### src/rtl/cpu_fetch_pkg.sv
// Shared constants and types for the instruction fetch unit: next-PC select
// encodings, fetch FSM state codes and the redirect candidate bundle.
package cpu_fetch_pkg;

    localparam int unsigned XLEN     = 32;
    localparam int unsigned PC_SRC_W = 3;
    localparam int unsigned STATE_W  = 2;

    // Next-PC select encodings shared with the branch/control logic.
    localparam logic [PC_SRC_W-1:0] PC_SRC_PC_PLUS_4 = 3'd0;
    localparam logic [PC_SRC_W-1:0] PC_SRC_PC_TARGET = 3'd1;
    localparam logic [PC_SRC_W-1:0] PC_SRC_ALU       = 3'd2;
    localparam logic [PC_SRC_W-1:0] PC_SRC_MTVEC     = 3'd3;
    localparam logic [PC_SRC_W-1:0] PC_SRC_MEPC      = 3'd4;

    localparam logic [STATE_W-1:0] FETCH_STATE_FETCH = 2'd0;
    localparam logic [STATE_W-1:0] FETCH_STATE_WAIT  = 2'd1;
    localparam logic [STATE_W-1:0] FETCH_STATE_HOLD  = 2'd2;
    localparam logic [STATE_W-1:0] FETCH_STATE_DRAIN = 2'd3;

    typedef struct packed {
        logic [XLEN-1:0] pc_target;
        logic [XLEN-1:0] alu_result;
        logic [XLEN-1:0] mtvec;
        logic [XLEN-1:0] mepc;
    } redirect_cand_t;

    function automatic logic [XLEN-1:0] word_align(input logic [XLEN-1:0] addr);
        return addr & ~XLEN'(32'h3);
    endfunction

endpackage

### src/rtl/cpu_next_pc.sv
// Combinational redirect decode: selects the redirect target from the branch
// logic candidates and word-aligns register-sourced targets.
module cpu_next_pc
    import cpu_fetch_pkg::*;
(
    input  logic                redirect_valid,
    input  logic [PC_SRC_W-1:0] pc_src,
    input  redirect_cand_t      cand,
    output logic                redirect_c,
    output logic [XLEN-1:0]     target_c
);

    // Unused encodings fall through as "no redirect".
    always_comb begin
        redirect_c = 1'b0;
        target_c   = cand.pc_target;
        if (redirect_valid) begin
            case (pc_src)
                PC_SRC_PC_TARGET: begin
                    redirect_c = 1'b1;
                    target_c   = cand.pc_target;
                end
                PC_SRC_ALU: begin
                    redirect_c = 1'b1;
                    target_c   = word_align(cand.alu_result);
                end
                PC_SRC_MTVEC: begin
                    redirect_c = 1'b1;
                    target_c   = word_align(cand.mtvec);
                end
                PC_SRC_MEPC: begin
                    redirect_c = 1'b1;
                    target_c   = word_align(cand.mepc);
                end
                default: ;
            endcase
        end
    end

endmodule

### src/rtl/cpu_fetch.sv
// Instruction fetch unit: owns the PC, keeps one imem read in flight, buffers
// the fetched word for decode and discards responses of squashed requests.
module cpu_fetch
    import cpu_fetch_pkg::*;
#(
    parameter logic [31:0] RESET_VECTOR = 32'h0000_0000
) (
    input  logic        clk,
    input  logic        rst,
    input  logic        redirect_valid,
    input  logic [2:0]  pc_src,
    input  logic [31:0] pc_target,
    input  logic [31:0] alu_result,
    input  logic [31:0] mtvec,
    input  logic [31:0] mepc,
    output logic        imem_req_valid,
    input  logic        imem_req_ready,
    output logic [31:0] imem_req_addr,
    input  logic        imem_resp_valid,
    input  logic [31:0] imem_resp_data,
    output logic        if_valid,
    input  logic        if_ready,
    output logic [31:0] if_instr,
    output logic [31:0] if_pc
);

    logic [STATE_W-1:0] state_q, state_d;
    logic [XLEN-1:0]    pc_q, pc_d;
    logic [XLEN-1:0]    req_pc_q, req_pc_d;
    logic [XLEN-1:0]    if_instr_q, if_instr_d;
    logic [XLEN-1:0]    if_pc_q, if_pc_d;

    redirect_cand_t     cand;
    logic               redirect_c;
    logic [XLEN-1:0]    target_c;
    logic               req_hs;

    assign cand = '{pc_target: pc_target, alu_result: alu_result, mtvec: mtvec, mepc: mepc};

    cpu_next_pc u_next_pc (
        .redirect_valid (redirect_valid),
        .pc_src         (pc_src),
        .cand           (cand),
        .redirect_c     (redirect_c),
        .target_c       (target_c)
    );

    // Request port is decoded from state only, so redirects never reach it combinationally.
    assign imem_req_valid = (state_q == FETCH_STATE_FETCH) && !rst;
    assign imem_req_addr  = pc_q;
    assign req_hs         = imem_req_valid && imem_req_ready;
    assign if_valid       = (state_q == FETCH_STATE_HOLD);
    assign if_instr       = if_instr_q;
    assign if_pc          = if_pc_q;

    always_comb begin
        state_d    = state_q;
        pc_d       = pc_q;
        req_pc_d   = req_pc_q;
        if_instr_d = if_instr_q;
        if_pc_d    = if_pc_q;

        if (req_hs) begin
            pc_d     = pc_q + XLEN'(4);
            req_pc_d = pc_q;
        end
        if (redirect_c) begin
            pc_d = target_c;
        end

        case (state_q)
            FETCH_STATE_FETCH: begin
                if (req_hs) begin
                    state_d = redirect_c ? FETCH_STATE_DRAIN : FETCH_STATE_WAIT;
                end
            end
            FETCH_STATE_WAIT: begin
                if (imem_resp_valid) begin
                    if (redirect_c) begin
                        state_d = FETCH_STATE_FETCH;
                    end else begin
                        state_d    = FETCH_STATE_HOLD;
                        if_instr_d = imem_resp_data;
                        if_pc_d    = req_pc_q;
                    end
                end else if (redirect_c) begin
                    state_d = FETCH_STATE_DRAIN;
                end
            end
            FETCH_STATE_HOLD: begin
                if (if_ready || redirect_c) begin
                    state_d = FETCH_STATE_FETCH;
                end
            end
            FETCH_STATE_DRAIN: begin
                if (imem_resp_valid) begin
                    state_d = FETCH_STATE_FETCH;
                end
            end
            default: state_d = FETCH_STATE_FETCH;
        endcase
    end

    always_ff @(posedge clk or posedge rst) begin
        if (rst) begin
            state_q    <= FETCH_STATE_FETCH;
            pc_q       <= RESET_VECTOR;
            req_pc_q   <= '0;
            if_instr_q <= '0;
            if_pc_q    <= '0;
        end else begin
            state_q    <= state_d;
            pc_q       <= pc_d;
            req_pc_q   <= req_pc_d;
            if_instr_q <= if_instr_d;
            if_pc_q    <= if_pc_d;
        end
    end

endmodule

### config.mk
export PLATFORM = sky130hd
export DESIGN_NAME = cpu_fetch
export DESIGN_NICKNAME = d
export VERILOG_FILES = /design/src/rtl/cpu_fetch_pkg.sv /design/src/rtl/cpu_next_pc.sv /design/src/rtl/cpu_fetch.sv
export SDC_FILE = /design/constraint.sdc
export NUM_CORES = 1
export LEC_CHECK = 0
export CAP_MARGIN = 30
export CORE_UTILIZATION = 44
export CTS_CLUSTER_SIZE = 8
export DETAILED_ROUTE_END_ITERATION = 16
export PLACE_DENSITY = 0.82
export SYNTH_ARGS = -nofsm -noshare
export SYNTH_HDL_FRONTEND = slang
export SYNTH_SLANG_ARGS = --single-unit
### constraint.sdc
create_clock -name clk -period 5 [get_ports clk]
set_input_delay 1.25 -clock clk [delete_from_list [all_inputs] [get_ports clk]]
set_output_delay 1.25 -clock clk [all_outputs]
set_load 0.01 [all_outputs]
== Word-level counts from Yosys, hierarchy flattened ==
Cells that the tools add are included.
W data, S select, Z words.

* Flip-flop bits (word level): 130
* Input bits: 169
* Output and inout bits: 98
* Word-level logic and storage cells: 41

* Eq/ne operators: 11
* Reductions and logical operators: 9
* Bitwise logic cells: 1
* Mux-type cells: 14
* $add $sub $neg: 1

{| class="wikitable"
|+ Operators with widths
! cell !! count
|-
| $mux W32 || 3
|-
| $pmux W32 S3 || 1
|-
| $add A32 B3 Y32 const B || 1
|-
| $mux W2 || 7
|-
| $pmux W2 S4 || 1
|-
| $eq A3 B2 Y1 const B || 2
|-
| $eq A2 B2 Y1 const B || 2
|-
| $ne A2 B2 Y1 const B || 2
|-
| $reduce_and A4 Y1 || 1
|-
| $reduce_or A4 Y1 || 1
|-
| $eq A3 B1 Y1 const B || 1
|-
| $eq A3 B3 Y1 const B || 1
|-
| $ne A3 B3 Y1 const B || 1
|-
| $reduce_and A3 Y1 || 1
|-
| $eq A2 B1 Y1 const B || 1
|-
| $logic_and A1 B1 Y1 || 2
|-
| $logic_not A2 Y1 || 1
|-
| $mux W1 || 2
|-
| $ne A2 B1 Y1 const B || 1
|-
| $reduce_bool A2 Y1 || 1
|-
| $logic_not A1 Y1 || 1
|-
| $logic_or A1 B1 Y1 || 1
|-
| $not A1 Y1 || 1
|}

== Depth between registers and ports, before layout ==
* Depth in word-level cells: 7
* Gate-level depth with buffers: 8
* Mapped depth without buffers: 6

== Cells and area by module ==
A second synthesis with hierarchy kept.

* Cells, all modules: 607
* Area, all modules: 7159.4 µm²

{| class="wikitable"
|+ Modules (own cells, without submodules)
! module !! area each (µm²) !! times used !! cells an instance !! sequential area each (µm²)
|-
| cpu_fetch || 5499.0 || 1 || 420 || 3253.1
|-
| cpu_next_pc || 1660.3 || 1 || 187 || 0.0
|}

== Worst setup path after synthesis ==
Ideal clock, no wire load.

* Path kind: input -> register
* Start: input pc_src[1]
* End: register if_instr_q[0] (netlist: if_instr[0])
* Data required time: 4873 ps
* Slack: 2113 ps
* Path buffers: 2
* Stages on the path: 7
* Arrival time: 2760 ps
* Library setup time: 127 ps
* Path through: or3_1 -> and3_1 -> nor2_1 -> and3_1 -> buf_4 -> buf_6 -> mux2_1

* Cells in the longest elaborated chain, start to end: 6
* Elaborated cells between the ends (all ways): 9
* Classes of those cells: eq/ne: 4; mux: 2; bitwise: 1; reduce/logical: 2

{| class="wikitable"
|+ Ends and longest elaborated chain
! item !! RTL line !! RTL
|-
| start, declared || cpu_fetch.sv:11 || <nowiki>input logic [2:0] pc_src,</nowiki>
|-
| $eq A3 B1 Y1, or another cell as far along || cpu_next_pc.sv:18 || <nowiki>case (pc_src)</nowiki>
|-
| $reduce_or A4 Y1 (no source line) * || - ||
|-
| $mux W1 * || cpu_next_pc.sv:18 ||
|-
| $mux W1 * || cpu_next_pc.sv:17 || <nowiki>if (redirect_valid) begin</nowiki>
|-
| $not A1 Y1 (no source line) * || - ||
|-
| $reduce_and A3 Y1 (no source line) * || - ||
|-
| end signal, assigned || cpu_fetch.sv:115 || <nowiki>if_instr_q <= if_instr_d;</nowiki>
|-
| end, declared || cpu_fetch.sv:30 || <nowiki>logic [XLEN-1:0] if_instr_q, if_instr_d;</nowiki>
|}

Every way passes the cells marked *; elsewhere a longest branch is shown, timed or not.
A chain may end at the register's enable or synchronous reset.

== Worst setup path in the final report ==
* Start: input rst
* End: output imem_req_valid

* Cells in the longest elaborated chain, start to end: 2

{| class="wikitable"
|+ Ends and longest elaborated chain
! item !! RTL line !! RTL
|-
| start, declared || cpu_fetch.sv:9 || <nowiki>input logic rst,</nowiki>
|-
| $logic_not A1 Y1 (no source line) || - ||
|-
| $logic_and A1 B1 Y1 || cpu_fetch.sv:49 || <nowiki>assign imem_req_valid = (state_q == FETCH_STATE_FETCH) && !rst;</nowiki>
|-
| end, declared || cpu_fetch.sv:16 || <nowiki>output logic imem_req_valid,</nowiki>
|}

Every way passes these cells.

==> flow_summary.toml <==
[logic_synthesis]
ys.warnings.count = 0
yosysSeqAreaShare_pct = 50.0
synth_edf_count = 0
synthFlopType = "dfrtp_1"
synthCells = 603
ys_async_sr_fraction_pct = 100
synth.ff_latch_count = 130
syn_area_per_cell_um2 = 10.8
yosysUniqueCellTypes = 46
synth_area_mm2 = 0.00650
syn-num-nets = 773

[route]
route.detailed.drc = 0
drt_iter0_drc = 326
viasPerCell = 5.27
ant_nets = 0
num_vias = 5535
wl_per_cell_um = 16.5
first_pass_iters = 4
routed_wl_um = 17400

[floorplanning]
die_x_um = 124
dieArea_mm2 = 0.0153
pin_count = 267
start_util_pct = 44.9
core-area_mm2 = 0.0145
die_h_um = 124
num_rows = 44

[clocking]
clk_pin_slew_ps = 50
cts_hold_buffers = 0
clockBufferDepth = 2
cts_resized = 0
root_buffer = "clkbuf_16"
cts_buffers = 17
h-tree-depth = 4
post-cts-setup-buffers = 0
tritoncts = "done"
clock_sinks = 130
clkLatencyLatePin_ps = 410

[worst_setup_path]
arrival_ps = 2550
cp-start-kind = "primary input"
critPathRequiredTime_ps = 3750
crit_buf_inv = 2
worstSetupEndpointType = "output pin"
crit_type = "in2out"
slowest_stage = "clkdlybuf4s50_1"
path_max_fanout = 4
cp_common_cell = "clkdlybuf4s50_1"
cp_cell_sequence = "clkdlybuf4s50_1 -> nor3_1 -> clkdlybuf4s50_1"
cpPeakStageDelay_ps = 560
critPathTopFamily = "buffers and inverters"
r2r-start = "state_q[0]"
setup.worst_path.start = "rst"

[layout]
drive_gt1_share_pct = 10.7
finalNetCount = 1023
area_growth_syn_to_layout_pct = 51.3
antenna_cells = 0
stdcell_count = 1050

[timing]
worst_pin_slew_ps = 813
whs_ps = 469
fin_tns_setup_ps = 0
fmax_ghz = 0.263
finalClockSkew_ps = 6.61
relSlewSlack_pct = 45.8
finalHoldViolations = 0
min_period_ps = 3800
post-route-period-util_pct = 76.1
drv_slew = 0
setup_viol = 0
rsz0062_at_grt = "false"

[placement]
dpl.cell_count = 1018
gp_congestion = 0.834
dp_hpwl_um = 13000
numPortBuffers = 260

[run_status]
status = "complete, no violations"

[grt]
grt_pass1_wl_um = 27000
antenna_found_initial = 0
grt_pass1_vias = 5268
grt_start_max_net_pins = 87
grt_usage_pct = 23.3
overflow = 0

[worst_hold_path]
hold_path.class = "reg2reg"
hold_start = "req_pc_q[11]"

[run]
cap_violations = 0

[pwr]
max-vdd-ir-drop_mv = 0.243
leakage_nw = 4.06
powerDensity_mw_per_mm2 = 466
-- cells in the mapped netlist (2+ instances only) --
library cell	n	area, µm²
and3_1	7	43.8
a21oi_1	25	125
a211oi_1	29	218
buf_2	7	35.0
nor2_1	32	120
buf_1	4	15.0
clkbuf_1	19	71.3
nand2_1	109	409
mux2_2	30	338
nor3b_1	2	15.0
nor4_2	6	75.1
nand4_1	9	56.3
mux2_1	64	721
nand3_1	11	55.1
xnor2_1	12	105
a31oi_1	9	56.3
o21ai_1	2	10.0
or3_1	5	31.3
o21ai_0	7	35.0
inv_1	5	18.8
dfrtp_1	130	3250
nor3_1	4	20.0
buf_4	3	22.5
a22oi_1	29	218
nor2b_1	4	25.0
xor2_1	13	114
o31ai_1	2	15.0
buf_6	6	67.6
-- tightest hold or removal path, cell delays in order (launching register included) --
cell and delay, ps:
dfrtp_1 340, nand2_1 50, nand2_1 50
-- logic make-up after synthesis --
| kind of cell | Yosys count | share of synthesized area [%] |
|---|---|---|
| simple gates | 202 | 15.6 |
| flops | 130 | 50.0 |
| compound gates | 106 | 10.8 |
| mux | 95 | 16.4 |
| buf+inv | 44 | 3.54 |
| xor+xnor | 25 | 3.37 |
| fa+ha+maj | 1 | 0.192 |
-- through the flow --
step | setup WS, ps | area [µm²] | util [%] | power (mW)
2_1_floorplan | 281 | 6500 | - | 2.42
3_3_place_gp | 1160 | 9220 | 63.7 | 3.29
3_5_place_dp | 1050 | 9220 | 63.7 | 3.34
4_1_cts | 1180 | 9840 | 68.0 | 4.63
5_1_grt | 1150 | 9840 | 68.0 | 4.86
6_report | 1200 | 9840 | 68.0 | 4.58
-- power by group --
| group | total (mW) | leakage, nW | internal (mW) | switching (mW) |
|---|---|---|---|---|
| logic | 1.54 | 2.19 | 0.916 | 0.624 |
| registers | 1.77 | 1.57 | 1.48 | 0.288 |
| clock network | 1.27 | 0.295 | 0.834 | 0.438 |
| total | 4.58 | 4.06 | 3.23 | 1.35 |
-- cells in the final DEF (no fill, tap or decap), drive strengths merged, types with 2 or more instances in the layout --
cell and instances:
and3 7, nor2 33, or3 5, nor3b 2
o21ai 9, nor4 7, o31ai 2, a211oi 29
clkbuf 23, xnor2 12, nand2 110, nand4 10
a22oi 29, bufinv 3, clkdlybuf4s50 259, nor3 6
a31oi 9, inv 5, nand3 12, mux2 94
a21oi 25, clkinvlp 3, nor2b 4, clkinv 3
xor2 13, dfrtp 130, buf 11
-- registers in the layout (all words and copies together), names as in the netlist --
signal	cells
imem_req_addr	32
if_instr	32
state_q	2
req_pc_q	32
if_pc	32
-- worst paths after layout --
| path | end | slack, ps | cells past startpoint |
|---|---|---|---|
| min in group asynchronous | req_pc_q[6] | 1490 | 2 |
| hold / removal | req_pc_q[11] | 470 | 2 |
| max in group asynchronous | req_pc_q[27] | 2660 | 3 |
| hold reg to reg | req_pc_q[11] | 470 | 2 |
| setup reg to reg | imem_req_addr[24] | 2590 | 5 |
| setup / recovery | imem_req_valid | 1200 | 3 |
-- area by class of cell --
cell class | instances | area (µm²)
fill | 1158 | 4640
timing repair buffer | 270 | 2670
multi-input combinational | 429 | 3040
tap | 184 | 230
clock inverter | 9 | 128
clock buffer | 23 | 488
sequential | 130 | 3250
inverter | 5 | 23.8
-- metal layers --
| layer | global-route usage, % | share of wire [%] | routed length (µm) | vias up |
|---|---|---|---|---|
| met3 | 5.03 | 7.2 | 1240 | 22 |
| met4 | 8.28 | 1.6 | 280 | 0 |
| li1 | - | - | - | 2650 |
| met1 | 29.2 | 42 | 7230 | 2625 |
| met5 | 0 | 0 | 0 | - |
| met2 | 39.4 | 50 | 8590 | 238 |
No activity file was read; power rests on OpenSTA's default activity.
